`src/rtl/hgw_abs_acc_if.sv`:
```
// Sample/control bundle for the accumulate-and-dump stage.
// master drives samples and window control; slave returns window results.
interface hgw_abs_acc_if #(
    parameter int unsigned I_W   = 16,
    parameter int unsigned LEN_W = 8,
    parameter int unsigned O_W   = I_W + LEN_W
) ();

    logic             i_vld;
    logic [I_W-1:0]   i_dat;
    logic [LEN_W-1:0] win_len;
    logic             i_clr;
    logic             o_vld;
    logic [O_W-1:0]   o_sum;
    logic [I_W-1:0]   o_peak;
    logic             o_busy;

    modport master (
        output i_vld, i_dat, win_len, i_clr,
        input  o_vld, o_sum, o_peak, o_busy
    );

    modport slave (
        input  i_vld, i_dat, win_len, i_clr,
        output o_vld, o_sum, o_peak, o_busy
    );

endinterface

```
`src/rtl/hgw_abs_acc.sv`:
```
// Windowed magnitude accumulator: sums win_len samples and dumps one sum per window.
// Optional peak tracking is built only when HGW_ABS_ACC_PEAK_EN is defined.
module hgw_abs_acc #(
    parameter int unsigned I_W   = 16,
    parameter int unsigned LEN_W = 8,
    parameter int unsigned O_W   = I_W + LEN_W
) (
    input logic          clk,
    input logic          rst,
    hgw_abs_acc_if.slave bus
);

    typedef enum logic [0:0] {StIdle, StAcc} state_e;

    state_e           state_q, state_d;
    logic [LEN_W-1:0] len_q, len_d;
    logic [LEN_W-1:0] cnt_q, cnt_d;
    logic [O_W-1:0]   acc_q, acc_d;
    logic [O_W-1:0]   sum_q;
    logic             vld_q;
    logic             dump;
    logic [LEN_W-1:0] len_eff;

    // A zero window length behaves as a single-sample window.
    assign len_eff = (bus.win_len == '0) ? LEN_W'(1) : bus.win_len;

    always_ff @(posedge clk or posedge rst) begin
        if (rst) begin
            state_q <= StIdle;
            len_q   <= '0;
            cnt_q   <= '0;
            acc_q   <= '0;
        end else begin
            state_q <= state_d;
            len_q   <= len_d;
            cnt_q   <= cnt_d;
            acc_q   <= acc_d;
        end
    end

    always_comb begin
        state_d = state_q;
        len_d   = len_q;
        cnt_d   = cnt_q;
        acc_d   = acc_q;
        dump    = 1'b0;
        if (bus.i_clr) begin
            state_d = StIdle;
            cnt_d   = '0;
            acc_d   = '0;
        end else if (bus.i_vld) begin
            unique case (state_q)
                StIdle: begin
                    len_d = len_eff;
                    acc_d = O_W'(bus.i_dat);
                    cnt_d = LEN_W'(1);
                    if (len_eff == LEN_W'(1)) begin
                        dump = 1'b1;
                    end else begin
                        state_d = StAcc;
                    end
                end
                StAcc: begin
                    acc_d = acc_q + O_W'(bus.i_dat);
                    cnt_d = cnt_q + LEN_W'(1);
                    if (cnt_d == len_q) begin
                        dump    = 1'b1;
                        state_d = StIdle;
                    end
                end
                default: state_d = StIdle;
            endcase
        end
    end

    // Dump register: o_sum holds until the next completed window.
    always_ff @(posedge clk or posedge rst) begin
        if (rst) begin
            vld_q <= 1'b0;
            sum_q <= '0;
        end else begin
            vld_q <= dump;
            if (dump) begin
                sum_q <= acc_d;
            end
        end
    end

    always_comb begin
        bus.o_vld  = vld_q;
        bus.o_sum  = sum_q;
        bus.o_busy = (state_q == StAcc);
    end

`ifdef HGW_ABS_ACC_PEAK_EN
    logic [I_W-1:0] pk_acc_q, pk_acc_d;
    logic [I_W-1:0] peak_q;

    always_comb begin
        pk_acc_d = pk_acc_q;
        if (bus.i_clr) begin
            pk_acc_d = '0;
        end else if (bus.i_vld) begin
            if (state_q == StIdle || bus.i_dat > pk_acc_q) begin
                pk_acc_d = bus.i_dat;
            end
        end
    end

    always_ff @(posedge clk or posedge rst) begin
        if (rst) begin
            pk_acc_q <= '0;
            peak_q   <= '0;
        end else begin
            pk_acc_q <= pk_acc_d;
            if (dump) begin
                peak_q <= pk_acc_d;
            end
        end
    end

    assign bus.o_peak = peak_q;
`else
    assign bus.o_peak = '0;
`endif

endmodule

```
`src/flat_wrapper.sv`:
```
// flat-port wrapper written by rule: the top's interface ports become plain ports
module hgw_abs_acc_flat 
#(
    parameter int unsigned I_W   = 16,
    parameter int unsigned LEN_W = 8,
    parameter int unsigned O_W   = I_W + LEN_W
)
  (clk, rst, bus_i_vld, bus_i_dat, bus_win_len, bus_i_clr, bus_o_vld, bus_o_sum, bus_o_peak, bus_o_busy);
  hgw_abs_acc_if #(.I_W(I_W), .LEN_W(LEN_W), .O_W(O_W)) bus_i ();
  input logic clk;
  input logic rst;
  input wire logic [$bits(bus_i.i_vld)-1:0] bus_i_vld;
  input wire logic [$bits(bus_i.i_dat)-1:0] bus_i_dat;
  input wire logic [$bits(bus_i.win_len)-1:0] bus_win_len;
  input wire logic [$bits(bus_i.i_clr)-1:0] bus_i_clr;
  output wire logic [$bits(bus_i.o_vld)-1:0] bus_o_vld;
  output wire logic [$bits(bus_i.o_sum)-1:0] bus_o_sum;
  output wire logic [$bits(bus_i.o_peak)-1:0] bus_o_peak;
  output wire logic [$bits(bus_i.o_busy)-1:0] bus_o_busy;
  assign bus_i.i_vld = bus_i_vld;
  assign bus_i.i_dat = bus_i_dat;
  assign bus_i.win_len = bus_win_len;
  assign bus_i.i_clr = bus_i_clr;
  assign bus_o_vld = bus_i.o_vld;
  assign bus_o_sum = bus_i.o_sum;
  assign bus_o_peak = bus_i.o_peak;
  assign bus_o_busy = bus_i.o_busy;
  hgw_abs_acc #(.I_W(I_W), .LEN_W(LEN_W), .O_W(O_W)) u_core (.clk(clk), .rst(rst), .bus(bus_i));
endmodule
```
`config.mk`:
```
export PLATFORM = sky130hd
export DESIGN_NAME = hgw_abs_acc_flat
export DESIGN_NICKNAME = d
export VERILOG_FILES = /design/src/rtl/hgw_abs_acc_if.sv /design/src/rtl/hgw_abs_acc.sv /design/src/flat_wrapper.sv
export SDC_FILE = /design/constraint.sdc
export NUM_CORES = 1
export LEC_CHECK = 0
export ABC_AREA = 1
export CORE_MARGIN = 5
export CORE_UTILIZATION = 29
export CTS_BUF_LIST = sky130_fd_sc_hd__clkbuf_16
export DETAILED_ROUTE_END_ITERATION = 8
export PLACE_DENSITY = 0.5
export SLEW_MARGIN = 20
export SYNTH_ARGS = -nofsm -noshare
export SYNTH_HDL_FRONTEND = slang
export SYNTH_SLANG_ARGS = --single-unit
```
`constraint.sdc`:
```
create_clock -name clk -period 3.05 [get_ports clk]
set_input_delay 0.4575 -clock clk [delete_from_list [all_inputs] [get_ports clk]]
set_output_delay 0.4575 -clock clk [all_outputs]
set_load 0.005 [all_outputs]
```
# Word level (Yosys, flattened, before mapping)

Cells that the tools add are included.

Add/sub/neg operators: 2
Equal/unequal tests: 2
Multiplexer cells: 17
Bitwise gates (word level): 2
Reductions and logical operators: 3

Operators by type and width:

| cell                                                                  | count |
|---|---|
| 24-bit 2-to-1 mux                                                     | 2 |
| 24-bit one-hot mux with 2 select lines                                | 1 |
| 24-bit by 16-bit adder with 24-bit output                             | 1 |
| 8-bit 2-to-1 mux                                                      | 3 |
| 8-bit one-hot mux with 2 select lines                                 | 1 |
| 8-bit by 1-bit adder with 8-bit output, second input constant         | 1 |
| 8-bit by 1-bit equality test with 1-bit output, second input constant | 1 |
| 8-bit equality test                                                   | 1 |
| 8-bit zero test                                                       | 1 |
| 1-bit 2-to-1 mux                                                      | 8 |
| 1-bit one-hot mux with 2 select lines                                 | 2 |
| 3-bit AND reduction                                                   | 1 |
| 1-bit NOT                                                             | 2 |
| 2-bit nonzero test                                                    | 1 |

Register bits after elaboration: 66
Input port bits: 28
Output and inout bits: 42

# Logic depth before layout (Yosys ltp)

Gate-level depths: netlist of run 1.

Depth after elaboration: 7
Mapped depth: 15
Mapped depth without buffers: 15

# Worst setup path after synthesis of run 1

OpenSTA, ideal clock, no wires.

Path type: in2reg
Start: input port bus_i_dat[0]
End: register u_core.sum_q[16], in the netlist u_core.bus.o_sum[16]
Setup time: 0.065 ns
Arrival: 1.909 ns
Data required time: 2.985 ns
Slack: 1.076 ns
Cell stages on the path: 13
Buffers on the path: 0
Cell sequence: ha_1 fa_1 nand2_1 nand3_1 nand3_1 nand2_1 nand2_1 nand2_1 nand2_1 nand2_1 a21oi_1 nand3_1 nand2_1

Word-level cells in the longest chain between the ends: 4

RTL lines:

| what                                      | line               | text |
|---|---|---|
| start, declared                           | flat_wrapper.sv:13 | `input wire logic [$bits(bus_i.i_dat)-1:0] bus_i_dat;` |
| 24-bit by 16-bit adder with 24-bit output | hgw_abs_acc.sv:64  | `acc_d = acc_q + O_W'(bus.i_dat);` |
| 24-bit one-hot mux with 2 select lines    | hgw_abs_acc.sv:52  | `unique case (state_q)` |
| 24-bit 2-to-1 mux                         | hgw_abs_acc.sv:51  | `end else if (bus.i_vld) begin` |
| 24-bit 2-to-1 mux                         | hgw_abs_acc.sv:47  | `if (bus.i_clr) begin` |
| net u_core.acc_d[16]                      | hgw_abs_acc.sv:18  | `logic [O_W-1:0] acc_q, acc_d;` |
| end signal, assigned                      | hgw_abs_acc.sv:80  | `sum_q <= '0;` |
| end signal, assigned                      | hgw_abs_acc.sv:84  | `sum_q <= acc_d;` |
| end, declared                             | hgw_abs_acc.sv:19  | `logic [O_W-1:0] sum_q;` |

The timed path passes the listed nets, and every way through them passes these cells.
A chain may end at the register's enable or synchronous reset.

# Worst setup path after layout of run 1

Start: input port bus_i_vld
End: register u_core.sum_q[17], in the netlist u_core.bus.o_sum[17]

Word-level cells in the longest chain between the ends: 2

RTL lines:

| what                                                  | line               | text |
|---|---|---|
| start, declared                                       | flat_wrapper.sv:12 | `input wire logic [$bits(bus_i.i_vld)-1:0] bus_i_vld;` |
| 24-bit 2-to-1 mux or 1-bit 2-to-1 mux (tied branches) | hgw_abs_acc.sv:51  |  |
| 24-bit 2-to-1 mux or 1-bit 2-to-1 mux (tied branches) | hgw_abs_acc.sv:47  |  |

Parallel ways exist; a longest one is shown, timed or not.

==> metrics.yaml, run 1 <==
outcome: "finished clean"
path_cells: "clkdlybuf4s50_1 > nand2_2 > nor2_1 > nand3_1 > nor2_1 > nand3_1 > nor2_1 > nand3_2 > a21oi_2 > nand2_1 > nand2_1"
worstMarginPinSlew_ns: 0.6130
hold_class: "flip-flop to flip-flop"
cts_root_buffer: "clkbuf_16"
synth_area_leaders: "dfrtp_1 (38%), nand2_1 (18%), inv_1 (6.8%), nand3_1 (6.6%), ha_1 (4.9%)"
ys_warn_count: 0
path_max_fanout: 11
period_needed_ns: 2.517
first_global_vias: 3909
postSynthCellCount: 608
critical-path-slowest-cell: "clkdlybuf4s50_1"
cts.sinks: 66
grt_max_degree: 44
grt_pass1_wl_mm: 20.12
place.gp.congestion: 0.8849
start_util_pct: 29.67
crit_path_frequent_cell: "nor2_1"
path_delay_family: "simple AND/OR/NAND/NOR gates"
worst_slack_ns: 0.5332
rsz0062_at_grt: "false"
fp.coreArea_um2: 14590
ir_worst_vdd_mv: 0.2430
cp.depth: 11
tns_ns: 0
drt_iter0_markers: 226
leakagePower_nw: 2.689
pre_cts_slack_ns: 0.1659
rows: 44
dieArea_um2: 17470
cp_data_arrival_time_ns: 2.78
crit_buf_inv: 1
skew_ns: 0.008197
slew_viol_final: 0
hold_viol: 0
drtAntennaViolNets: 0
nFillCells: 1531
routed_wl_mm: 12.48
yosys_register_bits: 66
synth_top_area_share_pct: 38.16
dr_total_vias: 4050
syn_area_per_cell_um2: 7.118
drc: 0
htreeDepth: 3
antenna_cells: 0
dieHeight_um: 132.2
die_width_um: 132.2
slew_headroom_pct: 59.13
avgViaCountPerCell: 4.759
async_flop_share_pct: 100.0
nNetsFinal: 708
wl_per_cell_um: 14.66
synth_ff_type: "dfrtp_1"
postCtsSetupRepairBufs: 0
rr_worst_depth: 10
synth_most_common_cell: "nand2_1"
cap_violations: 0
io_buffers: 53
finalCoreUtilization_pct: 36.11
grt_use_total_pct: 14.16
path_clk_slew_ns: 0.05
clock_path_buffers: 2
whs_ns: 0.4705
criticalPathCategory: "input pin to flip-flop"
finalSetupViolations: 0
startpoint_type: "input pin"
ctsResizeCount: 0
hold_buffers: 0
synth_common_cells: "nand2_1 (211), inv_1 (78), dfrtp_1 (66)"
min_path_cells: 2
syn-cell-area_um2: 4328
antenna_found_initial: 0
multi_input_area_um2: 2233
tritoncts: "built"
layout-drive-gt1-share_pct: 6.297
slowest_delay_ns: 0.72
numCtsBuffers: 9
register_area_um2: 1652
io_pins: 70
fmax_mhz: 397.3
dp_hpwl_mm: 9.498
synth_edf_count: 0
area_growth_pct: 21.71
gr-total-overflow: 0
worstSkewPairLatency_ns: 0.33
required_ns: 3.31
yosysTopAreaCell: "dfrtp_1"
power.density_nw_per_um2: 466.7
ys_types: 35
power_mw: 2.458
worst_setup_path_end_kind: "flip-flop"
seq_area_frac_synth_pct: 38.16
finalCritPeriodShare_pct: 82.52
drt-pass1-iter-count: 4
power by group:
part | internal [mW] | switching [mW]
clock network | 0.616 | 0.369
logic | 0.199 | 0.299
registers | 0.931 | 0.0441
cells in the final DEF (no fill, tap or decap), types with 6 or more instances in the layout:
cell / count
a21oi_1: 25
clkbuf_16: 9
clkdlybuf4s50_1: 53
conb_1: 16
dfrtp_1: 66
ha_1: 17
inv_1: 80
nand2_1: 211
nand3_1: 57
nand4_1: 6
nor2_1: 38
nor3_1: 9
o21ai_0: 13
o221a_2: 10
o22ai_1: 7
sequential cells by signal, indices dropped and copies added, names as in the netlist:
name / count
u_core.cnt_q: 8
u_core.bus.o_busy: 1
u_core.bus.o_vld: 1
u_core.len_q: 8
u_core.acc_q: 24
u_core.bus.o_sum: 24
kinds of logic (layout without fill, tap and decap cells):
kind of cell | count (synthesis) | count (layout) | synth area share (%)
buffers and inverters | 109 | 153 | 11.53
AND/OR/NAND/NOR | 342 | 342 | 33.54
XOR/XNOR | 4 | 4 | 0.8096
flip-flops | 66 | 66 | 38.16
other | 1 | 16 | 0.08665
multiplexers | 2 | 2 | 0.5203
adder cells (fa/ha/maj) | 18 | 18 | 5.377
AO/OA/AOI/OAI | 66 | 66 | 9.974
metal layers:
layer / wire (um) / track usage [%]
met5: 0 / 0
met4: 235 / 4.514
met3: 752 / 3.053
met2: 5146 / 20.35
met1: 6345 / 21.02
worst paths after layout:
kind,from,to,slack (ns)
setup / recovery,bus_i_vld,u_core.bus.o_sum[17]$_DFFE_PP0P_,0.53
hold / removal,u_core.bus.o_sum[12]$_DFFE_PP0P_,u_core.bus.o_sum[12]$_DFFE_PP0P_,0.47
setup reg to reg,u_core.cnt_q[0]$_DFFE_PP0P_,u_core.bus.o_sum[17]$_DFFE_PP0P_,0.63
hold reg to reg,u_core.bus.o_sum[12]$_DFFE_PP0P_,u_core.bus.o_sum[12]$_DFFE_PP0P_,0.47
max in group asynchronous,rst,u_core.len_q[4]$_DFFE_PP0P_,1.92
min in group asynchronous,rst,u_core.bus.o_sum[2]$_DFFE_PP0P_,0.49
area by class of cell:
type                       instances  area share (%)
tap                              184           4.371
inverter                          80           5.701
timing repair buffer              57           10.88
multi-input combinational        448           42.40
clock inverter                     7           1.021
clock buffer                       9           4.276
sequential                        66           31.35
worst register-to-register path, stage by stage, from the launching register on:
cell and delay, ns:
dfrtp_1 0.48, ha_1 0.33, inv_1 0.09, o21ai_0 0.16, nand2_1 0.13, xnor2_1 0.15
nor2_1 0.13, nand3_2 0.14, a21oi_2 0.54, nand2_1 0.12, nand2_1 0.09
through the flow:
stage	cells	instance area [um^2]
after floorplan	623	4384
after global placement	835	4989
after detailed placement	835	4989
after CTS	851	5268
after global routing	851	5268
final	851	5268
No activity file was read; power rests on OpenSTA's default activity.
==> run 2, diff against run 1 <==
--- a/config.mk
+++ b/config.mk
@@ -10,7 +10,7 @@
 export CORE_UTILIZATION = 29
 export CTS_BUF_LIST = sky130_fd_sc_hd__clkbuf_16
 export DETAILED_ROUTE_END_ITERATION = 8
-export PLACE_DENSITY = 0.5
+export PLACE_DENSITY = 0.51
 export SLEW_MARGIN = 20
 export SYNTH_ARGS = -nofsm -noshare
 export SYNTH_HDL_FRONTEND = slang
==> constraint.sdc (replaced) <==
create_clock -name clk -period 2.2 [get_ports clk]
set_input_delay 0.33 -clock clk [delete_from_list [all_inputs] [get_ports clk]]
set_output_delay 0.33 -clock clk [all_outputs]
set_load 0.005 [all_outputs]
==> run 2 against run 1 <==
Effect of this change:
- clock skew fell by 0.00082 ns
- total power is 57% higher
- cell count grew 5.6%
- sequential share of layout area decreased by 3.3 points
- sequential power rose by 38%
- routed wire length increased by 1.4%
- core utilization rose by 4.2 points
- first-iteration DRC count down 1.8%
- largest power group unchanged
- count of clock-buffer cells in the layout stayed put
- global-route usage increased by 0.22 points
==> metrics.yaml, run 2 (synthesis gave the netlist of run 1 again) <==
comb_power_share_pct: 22.1  # was 20.3%
startpoint_type: "input pin"  # unchanged
dr_total_vias: 4187  # was 4,050
nFillCells: 1510  # was 1,531
reg2reg_slack_ns: 0.23  # was 0.63 ns
area_growth_pct: 35.96  # was 21.71%
fmax_mhz: 486.2
power_mw: 3.849  # was 2.458 mW
slew_viol_final: 0  # unchanged
whs_ns: 0.3825  # was 0.4705 ns
postCtsSetupRepairBufs: 0  # unchanged
required_ns: 2.41  # was 3.31 ns
layout-drive-gt1-share_pct: 16.22  # was 6.297%
place.gp.congestion: 0.9217  # was 0.8849
hold_buffers: 0  # unchanged
power.density_nw_per_um2: 654.1  # was 466.7 nW/um^2
nNetsFinal: 756  # was 708
numCtsBuffers: 9  # unchanged
hold_class: "input pin to async pin"  # was flip-flop to flip-flop
drtAntennaViolNets: 0  # unchanged
finalCoreUtilization_pct: 40.33  # was 36.11%
ir_worst_vdd_mv: 0.3569  # was 0.2430 mV
first_global_vias: 4126  # was 3,909
intPower_mw: 2.794  # was 1.746 mW
grt_use_total_pct: 14.39  # was 14.16%
grt_pass1_wl_mm: 20.51  # was 20.12 mm
cp_data_arrival_time_ns: 2.27  # was 2.78 ns
cts_root_buffer: "clkbuf_16"  # unchanged
outcome: "finished clean"  # unchanged
r2r_end: "u_core.bus.o_sum[16]$_DFFE_PP0P_"  # was u_core.bus.o_sum[17]$_DFFE_PP0P_
avgViaCountPerCell: 4.657  # was 4.759
finalSetupViolations: 0  # unchanged
r2r-start: "u_core.acc_q[0]$_DFF_PP0_"  # was u_core.cnt_q[0]$_DFFE_PP0P_
fp.coreArea_um2: 14590  # unchanged
switching_share_pct: 27.41  # was 28.98%
worstSkewPairLatency_ns: 0.33  # about the same
drc: 0  # unchanged
io_buffers: 53  # unchanged
wl_per_cell_um: 14.07  # was 14.66 um
rr_worst_depth: 13  # was 10
path_max_fanout: 4  # was 11
rows: 44  # unchanged
dieHeight_um: 132.2  # unchanged
final_common_cell: "nand2_1"  # unchanged
htreeDepth: 3  # unchanged
tritoncts: "built"  # unchanged
routed_wl_mm: 12.65  # was 12.48 mm
start_util_pct: 29.67  # unchanged
leakagePower_nw: 2.976  # was 2.689 nW
drt_iter0_markers: 222  # was 226
ctsResizeCount: 0  # unchanged
antenna_found_initial: 0  # unchanged
p_switching_mw: 1.055  # was 0.7124 mW
tns_ns: 0  # unchanged
rsz0062_at_grt: "false"  # unchanged
dieArea_um2: 17470  # unchanged
hold_viol: 0  # unchanged
die_width_um: 132.2  # unchanged
antenna_cells: 0  # unchanged
gr-total-overflow: 0  # unchanged
seqPwrFrac_pct: 35.0  # was 39.7%
finalCritPeriodShare_pct: 93.49
grt_max_degree: 67  # was 44
dp_hpwl_mm: 9.539  # was 9.498 mm
clockPowerShare_pct: 42.9  # was 40.1%
final_cell_mix: "nand2_1 (210), inv_1 (77), dfrtp_1 (66)"  # was nand2_1 (211), inv_1 (80), dfrtp_1 (66)
criticalPathCategory: "input pin to flip-flop"  # unchanged
clock_path_buffers: 2  # unchanged
worst_setup_path_end_kind: "flip-flop"  # unchanged
skew_ns: 0.007373  # was 0.008197 ns
cts.sinks: 66  # unchanged
stdcell_count: 899  # was 851
io_pins: 70  # unchanged
dp_cells: 883  # was 835
period_needed_ns: 2.057
cap_violations: 0  # unchanged
drt-pass1-iter-count: 4  # unchanged
path_clk_slew_ns: 0.05  # about the same
run 2: cell types whose count changed in the layout (fill, tap and decap cells not counted), sizes merged:
cell           change
buf               +48
bufinv             +2
clkdlybuf4s50      -3
clkinv             +1
dlymetal6s2s       +3
inv                -3
run 2: stage by stage:
step	cell area [um^2]	setup slack, ns
2_1_floorplan	4384	0.2152
3_3_place_gp	5386	-0.3005
3_5_place_dp	5386	-0.2751
4_1_cts	5729	0.06905
5_1_grt	5884	0.006859
6_report	5884	0.1432
run 2: cell type report:
cell class / count / area, um^2 / share of cell area [%]
repair buffers: 105 / 978.4 / 16.63
well taps: 184 / 230.2 / 3.912
clock buffers: 9 / 225.2 / 3.827
multi-input cells: 448 / 2381 / 40.46
inverters: 80 / 300.3 / 5.103
flip-flops and latches: 66 / 1652 / 28.07
clock inverters: 7 / 117.6 / 1.999
run 2: worst max-delay path by stage:
stage | startpoint | endpoint | slack (ns)
after floorplan | rst | u_core.acc_q[0]$_DFF_PP0_ | 0.22
after CTS | bus_i_dat[4] | u_core.bus.o_sum[7]$_DFFE_PP0P_ | 0.07
after detailed placement | bus_i_dat[0] | u_core.bus.o_sum[16]$_DFFE_PP0P_ | -0.28
after global placement | bus_i_dat[4] | u_core.bus.o_sum[7]$_DFFE_PP0P_ | -0.30
final | bus_i_dat[7] | u_core.bus.o_sum[18]$_DFFE_PP0P_ | 0.14
after global routing | bus_i_dat[7] | u_core.bus.o_sum[18]$_DFFE_PP0P_ | 0.007
run 2: per-layer routing:
layer  global-route usage, %  routed length [um]  up-vias
li1                        -                   -     2142
met1                   20.90                6253     1945
met2                   22.04                5628       93
met3                   2.328                 673        7
met4                   4.057                  93        0
met5                       0                   0        -
run 2: worst max-delay path: stages:
cell             delay, ns
clkdlybuf4s50_1       0.49
ha_4                  0.33
nand2_1               0.13
nor2_2                0.16
nand3_1               0.14
nand3_1               0.17
nand2_1               0.07
nand2_1               0.13
nand3_1               0.08
nand2_1               0.07
nor2_1                0.05
nand2_1               0.07
nand2_1               0.05
run 2: power groups by stage:
stage                     clock (mW)  combinational, mW  sequential, mW
after global routing            1.75              0.955            1.36
after floorplan                    0              0.471            1.35
after CTS                       1.70              0.815            1.34
after detailed placement           0              0.808            1.36
final                           1.65              0.849            1.35
after global placement             0              0.805            1.36
==> run 3, diff against run 2 <==
--- a/config.mk
+++ b/config.mk
@@ -5,12 +5,11 @@
 export SDC_FILE = /design/constraint.sdc
 export NUM_CORES = 1
 export LEC_CHECK = 0
-export ABC_AREA = 1
 export CORE_MARGIN = 5
-export CORE_UTILIZATION = 29
+export CORE_UTILIZATION = 35
 export CTS_BUF_LIST = sky130_fd_sc_hd__clkbuf_16
 export DETAILED_ROUTE_END_ITERATION = 8
-export PLACE_DENSITY = 0.51
+export PLACE_DENSITY = 0.6
 export SLEW_MARGIN = 20
 export SYNTH_ARGS = -nofsm -noshare
 export SYNTH_HDL_FRONTEND = slang
==> run 3 against run 2 <==
Effect of this change:
- the run now ends with setup timing left
- highest routed layer unchanged
- synthesized cell count decreased by 27%
- worst hold slack improved by 0.0052 ns
- critical path depth decreased by 4
- sequential cell count unchanged
- maximum frequency decreased by 14%
- global-route usage increased by 2.7 points
- count of clock-buffer cells in the layout unchanged
- total power increased by 6.6%
- register-to-register slack got worse by 0.43 ns
- combinational power increased by 25%
- clock power about the same
==> metrics.yaml, run 3 <==
slew_viol_final: 0  # unchanged
grt_pass1_wl_mm: 19.47  # was 20.51 mm
finalCritPeriodShare_pct: 108.9  # was 93.49%
worst_setup_path_end_kind: "flip-flop"  # unchanged
rsz0062_at_grt: "true"  # was false
worstSkewPairLatency_ns: 0.34  # was 0.33 ns
drtAntennaViolNets: 0  # unchanged
gr-total-overflow: 0  # unchanged
finalCoreUtilization_pct: 55.36  # was 40.33%
start_util_pct: 36.14  # was 29.67%
synth_top_area_share_pct: 39.69  # was 38.16%
yosysTopAreaCell: "dfrtp_1"  # unchanged
antenna_found_initial: 0  # unchanged
path_clk_slew_ns: 0.06  # was 0.05 ns
async_flop_share_pct: 100.0  # unchanged
antenna_cells: 0  # unchanged
required_ns: 2.43  # was 2.41 ns
criticalPathCategory: "flip-flop to flip-flop"  # was input pin to flip-flop
path_delay_family: "compound AO/OA/AOI/OAI gates"  # was simple AND/OR/NAND/NOR gates
rows: 39  # was 44
hold_buffers: 0  # unchanged
grt_use_total_pct: 17.12  # was 14.39%
cp_data_arrival_time_ns: 2.62  # was 2.27 ns
seq_area_frac_synth_pct: 39.69  # was 38.16%
drt_iter0_markers: 227  # was 222
cts_root_buffer: "clkbuf_16"  # unchanged
final_cell_area_um2: 6375  # was 5884 um^2
synth_area_leaders: "dfrtp_1 (40%), ha_1 (5.1%), a21oi_1 (3.6%), nor2_1 (3.4%), xnor2_1 (3.4%)"  # was dfrtp_1 (38%), nand2_1 (18%), inv_1 (6.8%), nand3_1 (6.6%), ha_1 (4.9%)
synth_edf_count: 0  # unchanged
dp_hpwl_mm: 8.419  # was 9.539 mm
fp.coreArea_um2: 11520  # was 14,590 um^2
skew_ns: 0.008648  # was 0.007373 ns
synth_ff_type: "dfrtp_1"  # unchanged
wl_per_cell_um: 16.72  # was 14.07 um
dieHeight_um: 119.0  # was 132.2 um
die_width_um: 119.0  # was 132.2 um
routed_wl_mm: 12.44  # was 12.65 mm
worst_slack_ns: -0.1960  # was 0.1432 ns
cap_violations: 0  # unchanged
layout-drive-gt1-share_pct: 37.44  # was 16.22%
outcome: "finished with violations"  # was finished clean
leakagePower_nw: 2.844  # was 2.976 nW
place.gp.congestion: 0.8639  # was 0.9217
dr_total_vias: 3878  # was 4,187
violations: "setup timing"
finalSetupViolations: 31  # was 0
clock_path_buffers: 2  # unchanged
io_pins: 70  # unchanged
ir_worst_vdd_mv: 0.3408  # was 0.3569 mV
numCtsBuffers: 9  # unchanged
htreeDepth: 3  # unchanged
synth_common_cells: "dfrtp_1 (66), nor2_1 (38), nand2_1 (37)"  # was nand2_1 (211), inv_1 (78), dfrtp_1 (66)
tritoncts: "built"  # unchanged
period_needed_ns: 2.396  # was 2.057 ns
slowest_delay_ns: 0.38  # was 0.49 ns
startpoint_type: "flip-flop"  # was input pin
fmax_mhz: 417.4  # was 486.2 MHz
ys_warn_count: 0  # unchanged
dieArea_um2: 14170  # was 17,470 um^2
cts.sinks: 66  # unchanged
first_global_vias: 3898  # was 4,126
drt-pass1-iter-count: 5  # was 4
path_max_fanout: 3  # was 4
io_buffers: 53  # unchanged
power.density_nw_per_um2: 643.7  # was 654.1 nW/um^2
syn_area_per_cell_um2: 9.352  # was 7.118 um^2
area_growth_pct: 53.19  # was 35.96%
cp.depth: 9  # was 13
grt_max_degree: 67  # unchanged
critical-path-slowest-cell: "dfrtp_1"  # was clkdlybuf4s50_1
crit_buf_inv: 0  # was 1
rr_worst_depth: 9  # was 13
drc: 0  # unchanged
nNetsFinal: 642  # was 756
final_cell_mix: "buf_4 (97), dfrtp_1 (65), clkdlybuf4s50_1 (48)"  # was nand2_1 (210), inv_1 (77), dfrtp_1 (66)
syn-cell-area_um2: 4161  # was 4328 um^2
register_area_um2: 1653  # was 1652 um^2
nFillCells: 1000  # was 1,510
synth_most_common_cell: "dfrtp_1"  # was nand2_1
postSynthCellCount: 445  # was 608
hold_viol: 0  # unchanged
multi_input_area_um2: 2765  # was 2381 um^2
final_common_cell: "buf_4"  # was nand2_1
ys_types: 65  # was 35
avgViaCountPerCell: 5.212  # was 4.657
path_cells: "ha_2 > fa_2 > a211oi_4 > o21bai_2 > o211a_1 > nor2_2 > and4b_1 > xnor2_2 > o21ai_1"  # was clkdlybuf4s50_1 > ha_4 > nand2_1 > nor2_2 > nand3_1 > nand3_1 > nand2_1 > nand2_1 > nand3_1 > nand2_1 > nor2_1 > nand2_1 > nand2_1
hold_class: "input pin to async pin"  # unchanged
yosys_register_bits: 66  # unchanged
placedInstanceArea_um2: 5497  # was 5386 um^2
## run 3: report_power, final
part / internal, mW / total, mW / switching, mW / leakage [nW]
Combinational: 0.553 / 1.06 / 0.506 / 1.80
Sequential: 1.30 / 1.37 / 0.0682 / 0.882
Clock: 1.10 / 1.68 / 0.573 / 0.159
Total: 2.96 / 4.10 / 1.15 / 2.84
## run 3: what timing repair did
action | in CTS | in global routing
endpoints found under the setup margin | 38 | 42
gates cloned | 2 | 0
buffers inserted | 11 | 8
pin swaps | 45 | 30
resized for setup | 45 | 57
## run 3: worst paths after layout
check,slack (ns),to,startpoint
setup / recovery,-0.20,u_core.bus.o_sum[22]$_DFFE_PP0P_,u_core.acc_q[0]$_DFF_PP0_
hold / removal,0.39,u_core.bus.o_sum[22]$_DFFE_PP0P_,rst
setup reg to reg,-0.20,u_core.bus.o_sum[22]$_DFFE_PP0P_,u_core.acc_q[0]$_DFF_PP0_
hold reg to reg,0.49,u_core.bus.o_sum[18]$_DFFE_PP0P_,u_core.bus.o_sum[18]$_DFFE_PP0P_
max in group asynchronous,1.51,u_core.cnt_q[1]$_DFFE_PP0P_,rst
min in group clk,0.42,u_core.acc_q[12]$_DFF_PP0_,bus_i_dat[12]
## run 3: cells by family (layout without fill, tap and decap cells)
logic type / Yosys count / count (layout) / share of synthesized area (%)
AO/OA/AOI/OAI: 130 / 130 / 20.18
XOR/XNOR: 24 / 24 / 5.232
adder cells (fa/ha/maj): 18 / 18 / 5.592
buffers and inverters: 48 / 188 / 6.284
flip-flops: 66 / 66 / 39.69
multiplexers: 22 / 22 / 6.464
other: 1 / 16 / 0.09011
AND/OR/NAND/NOR: 136 / 137 / 16.48
## run 3: metal layers
metal  GRT usage [%]  vias to the layer above  share of wire (%)
met5               0                        -                  0
met4           4.779                        0                1.1
met3           3.460                       10                3.6
met2           29.14                       78                 50
met1           22.11                     1908                 45
li1                -                     1882                  -
## run 3: stage by stage
step                TNS (ns)  power (mW)  worst slack [ns]  hold slack [ns]  cells
floorplan            -0.6331       1.882          -0.05238           0.4468    460
global placement      -20.06       2.269           -0.6610           0.4751    712
detailed placement    -21.93       2.282           -0.6888           0.4826    712
CTS                   -4.948       4.015           -0.2836           0.4018    738
global route          -7.159       4.287           -0.2896           0.4311    744
finish                -4.485       4.104           -0.1960           0.3877    744
## run 3: area by class of cell
cell class / instances / share of cell area, %
clock inverter: 7 / 1.845
inverter: 12 / 0.7066
timing repair buffer: 160 / 21.81
clock buffer: 9 / 3.533
multi-input combinational: 347 / 43.38
sequential: 66 / 25.93
tap: 143 / 2.807
## run 3: worst min-delay path, delay by kind of cell
kind | cells | cell delay (ns)
buf+inv | 3 | 0.80
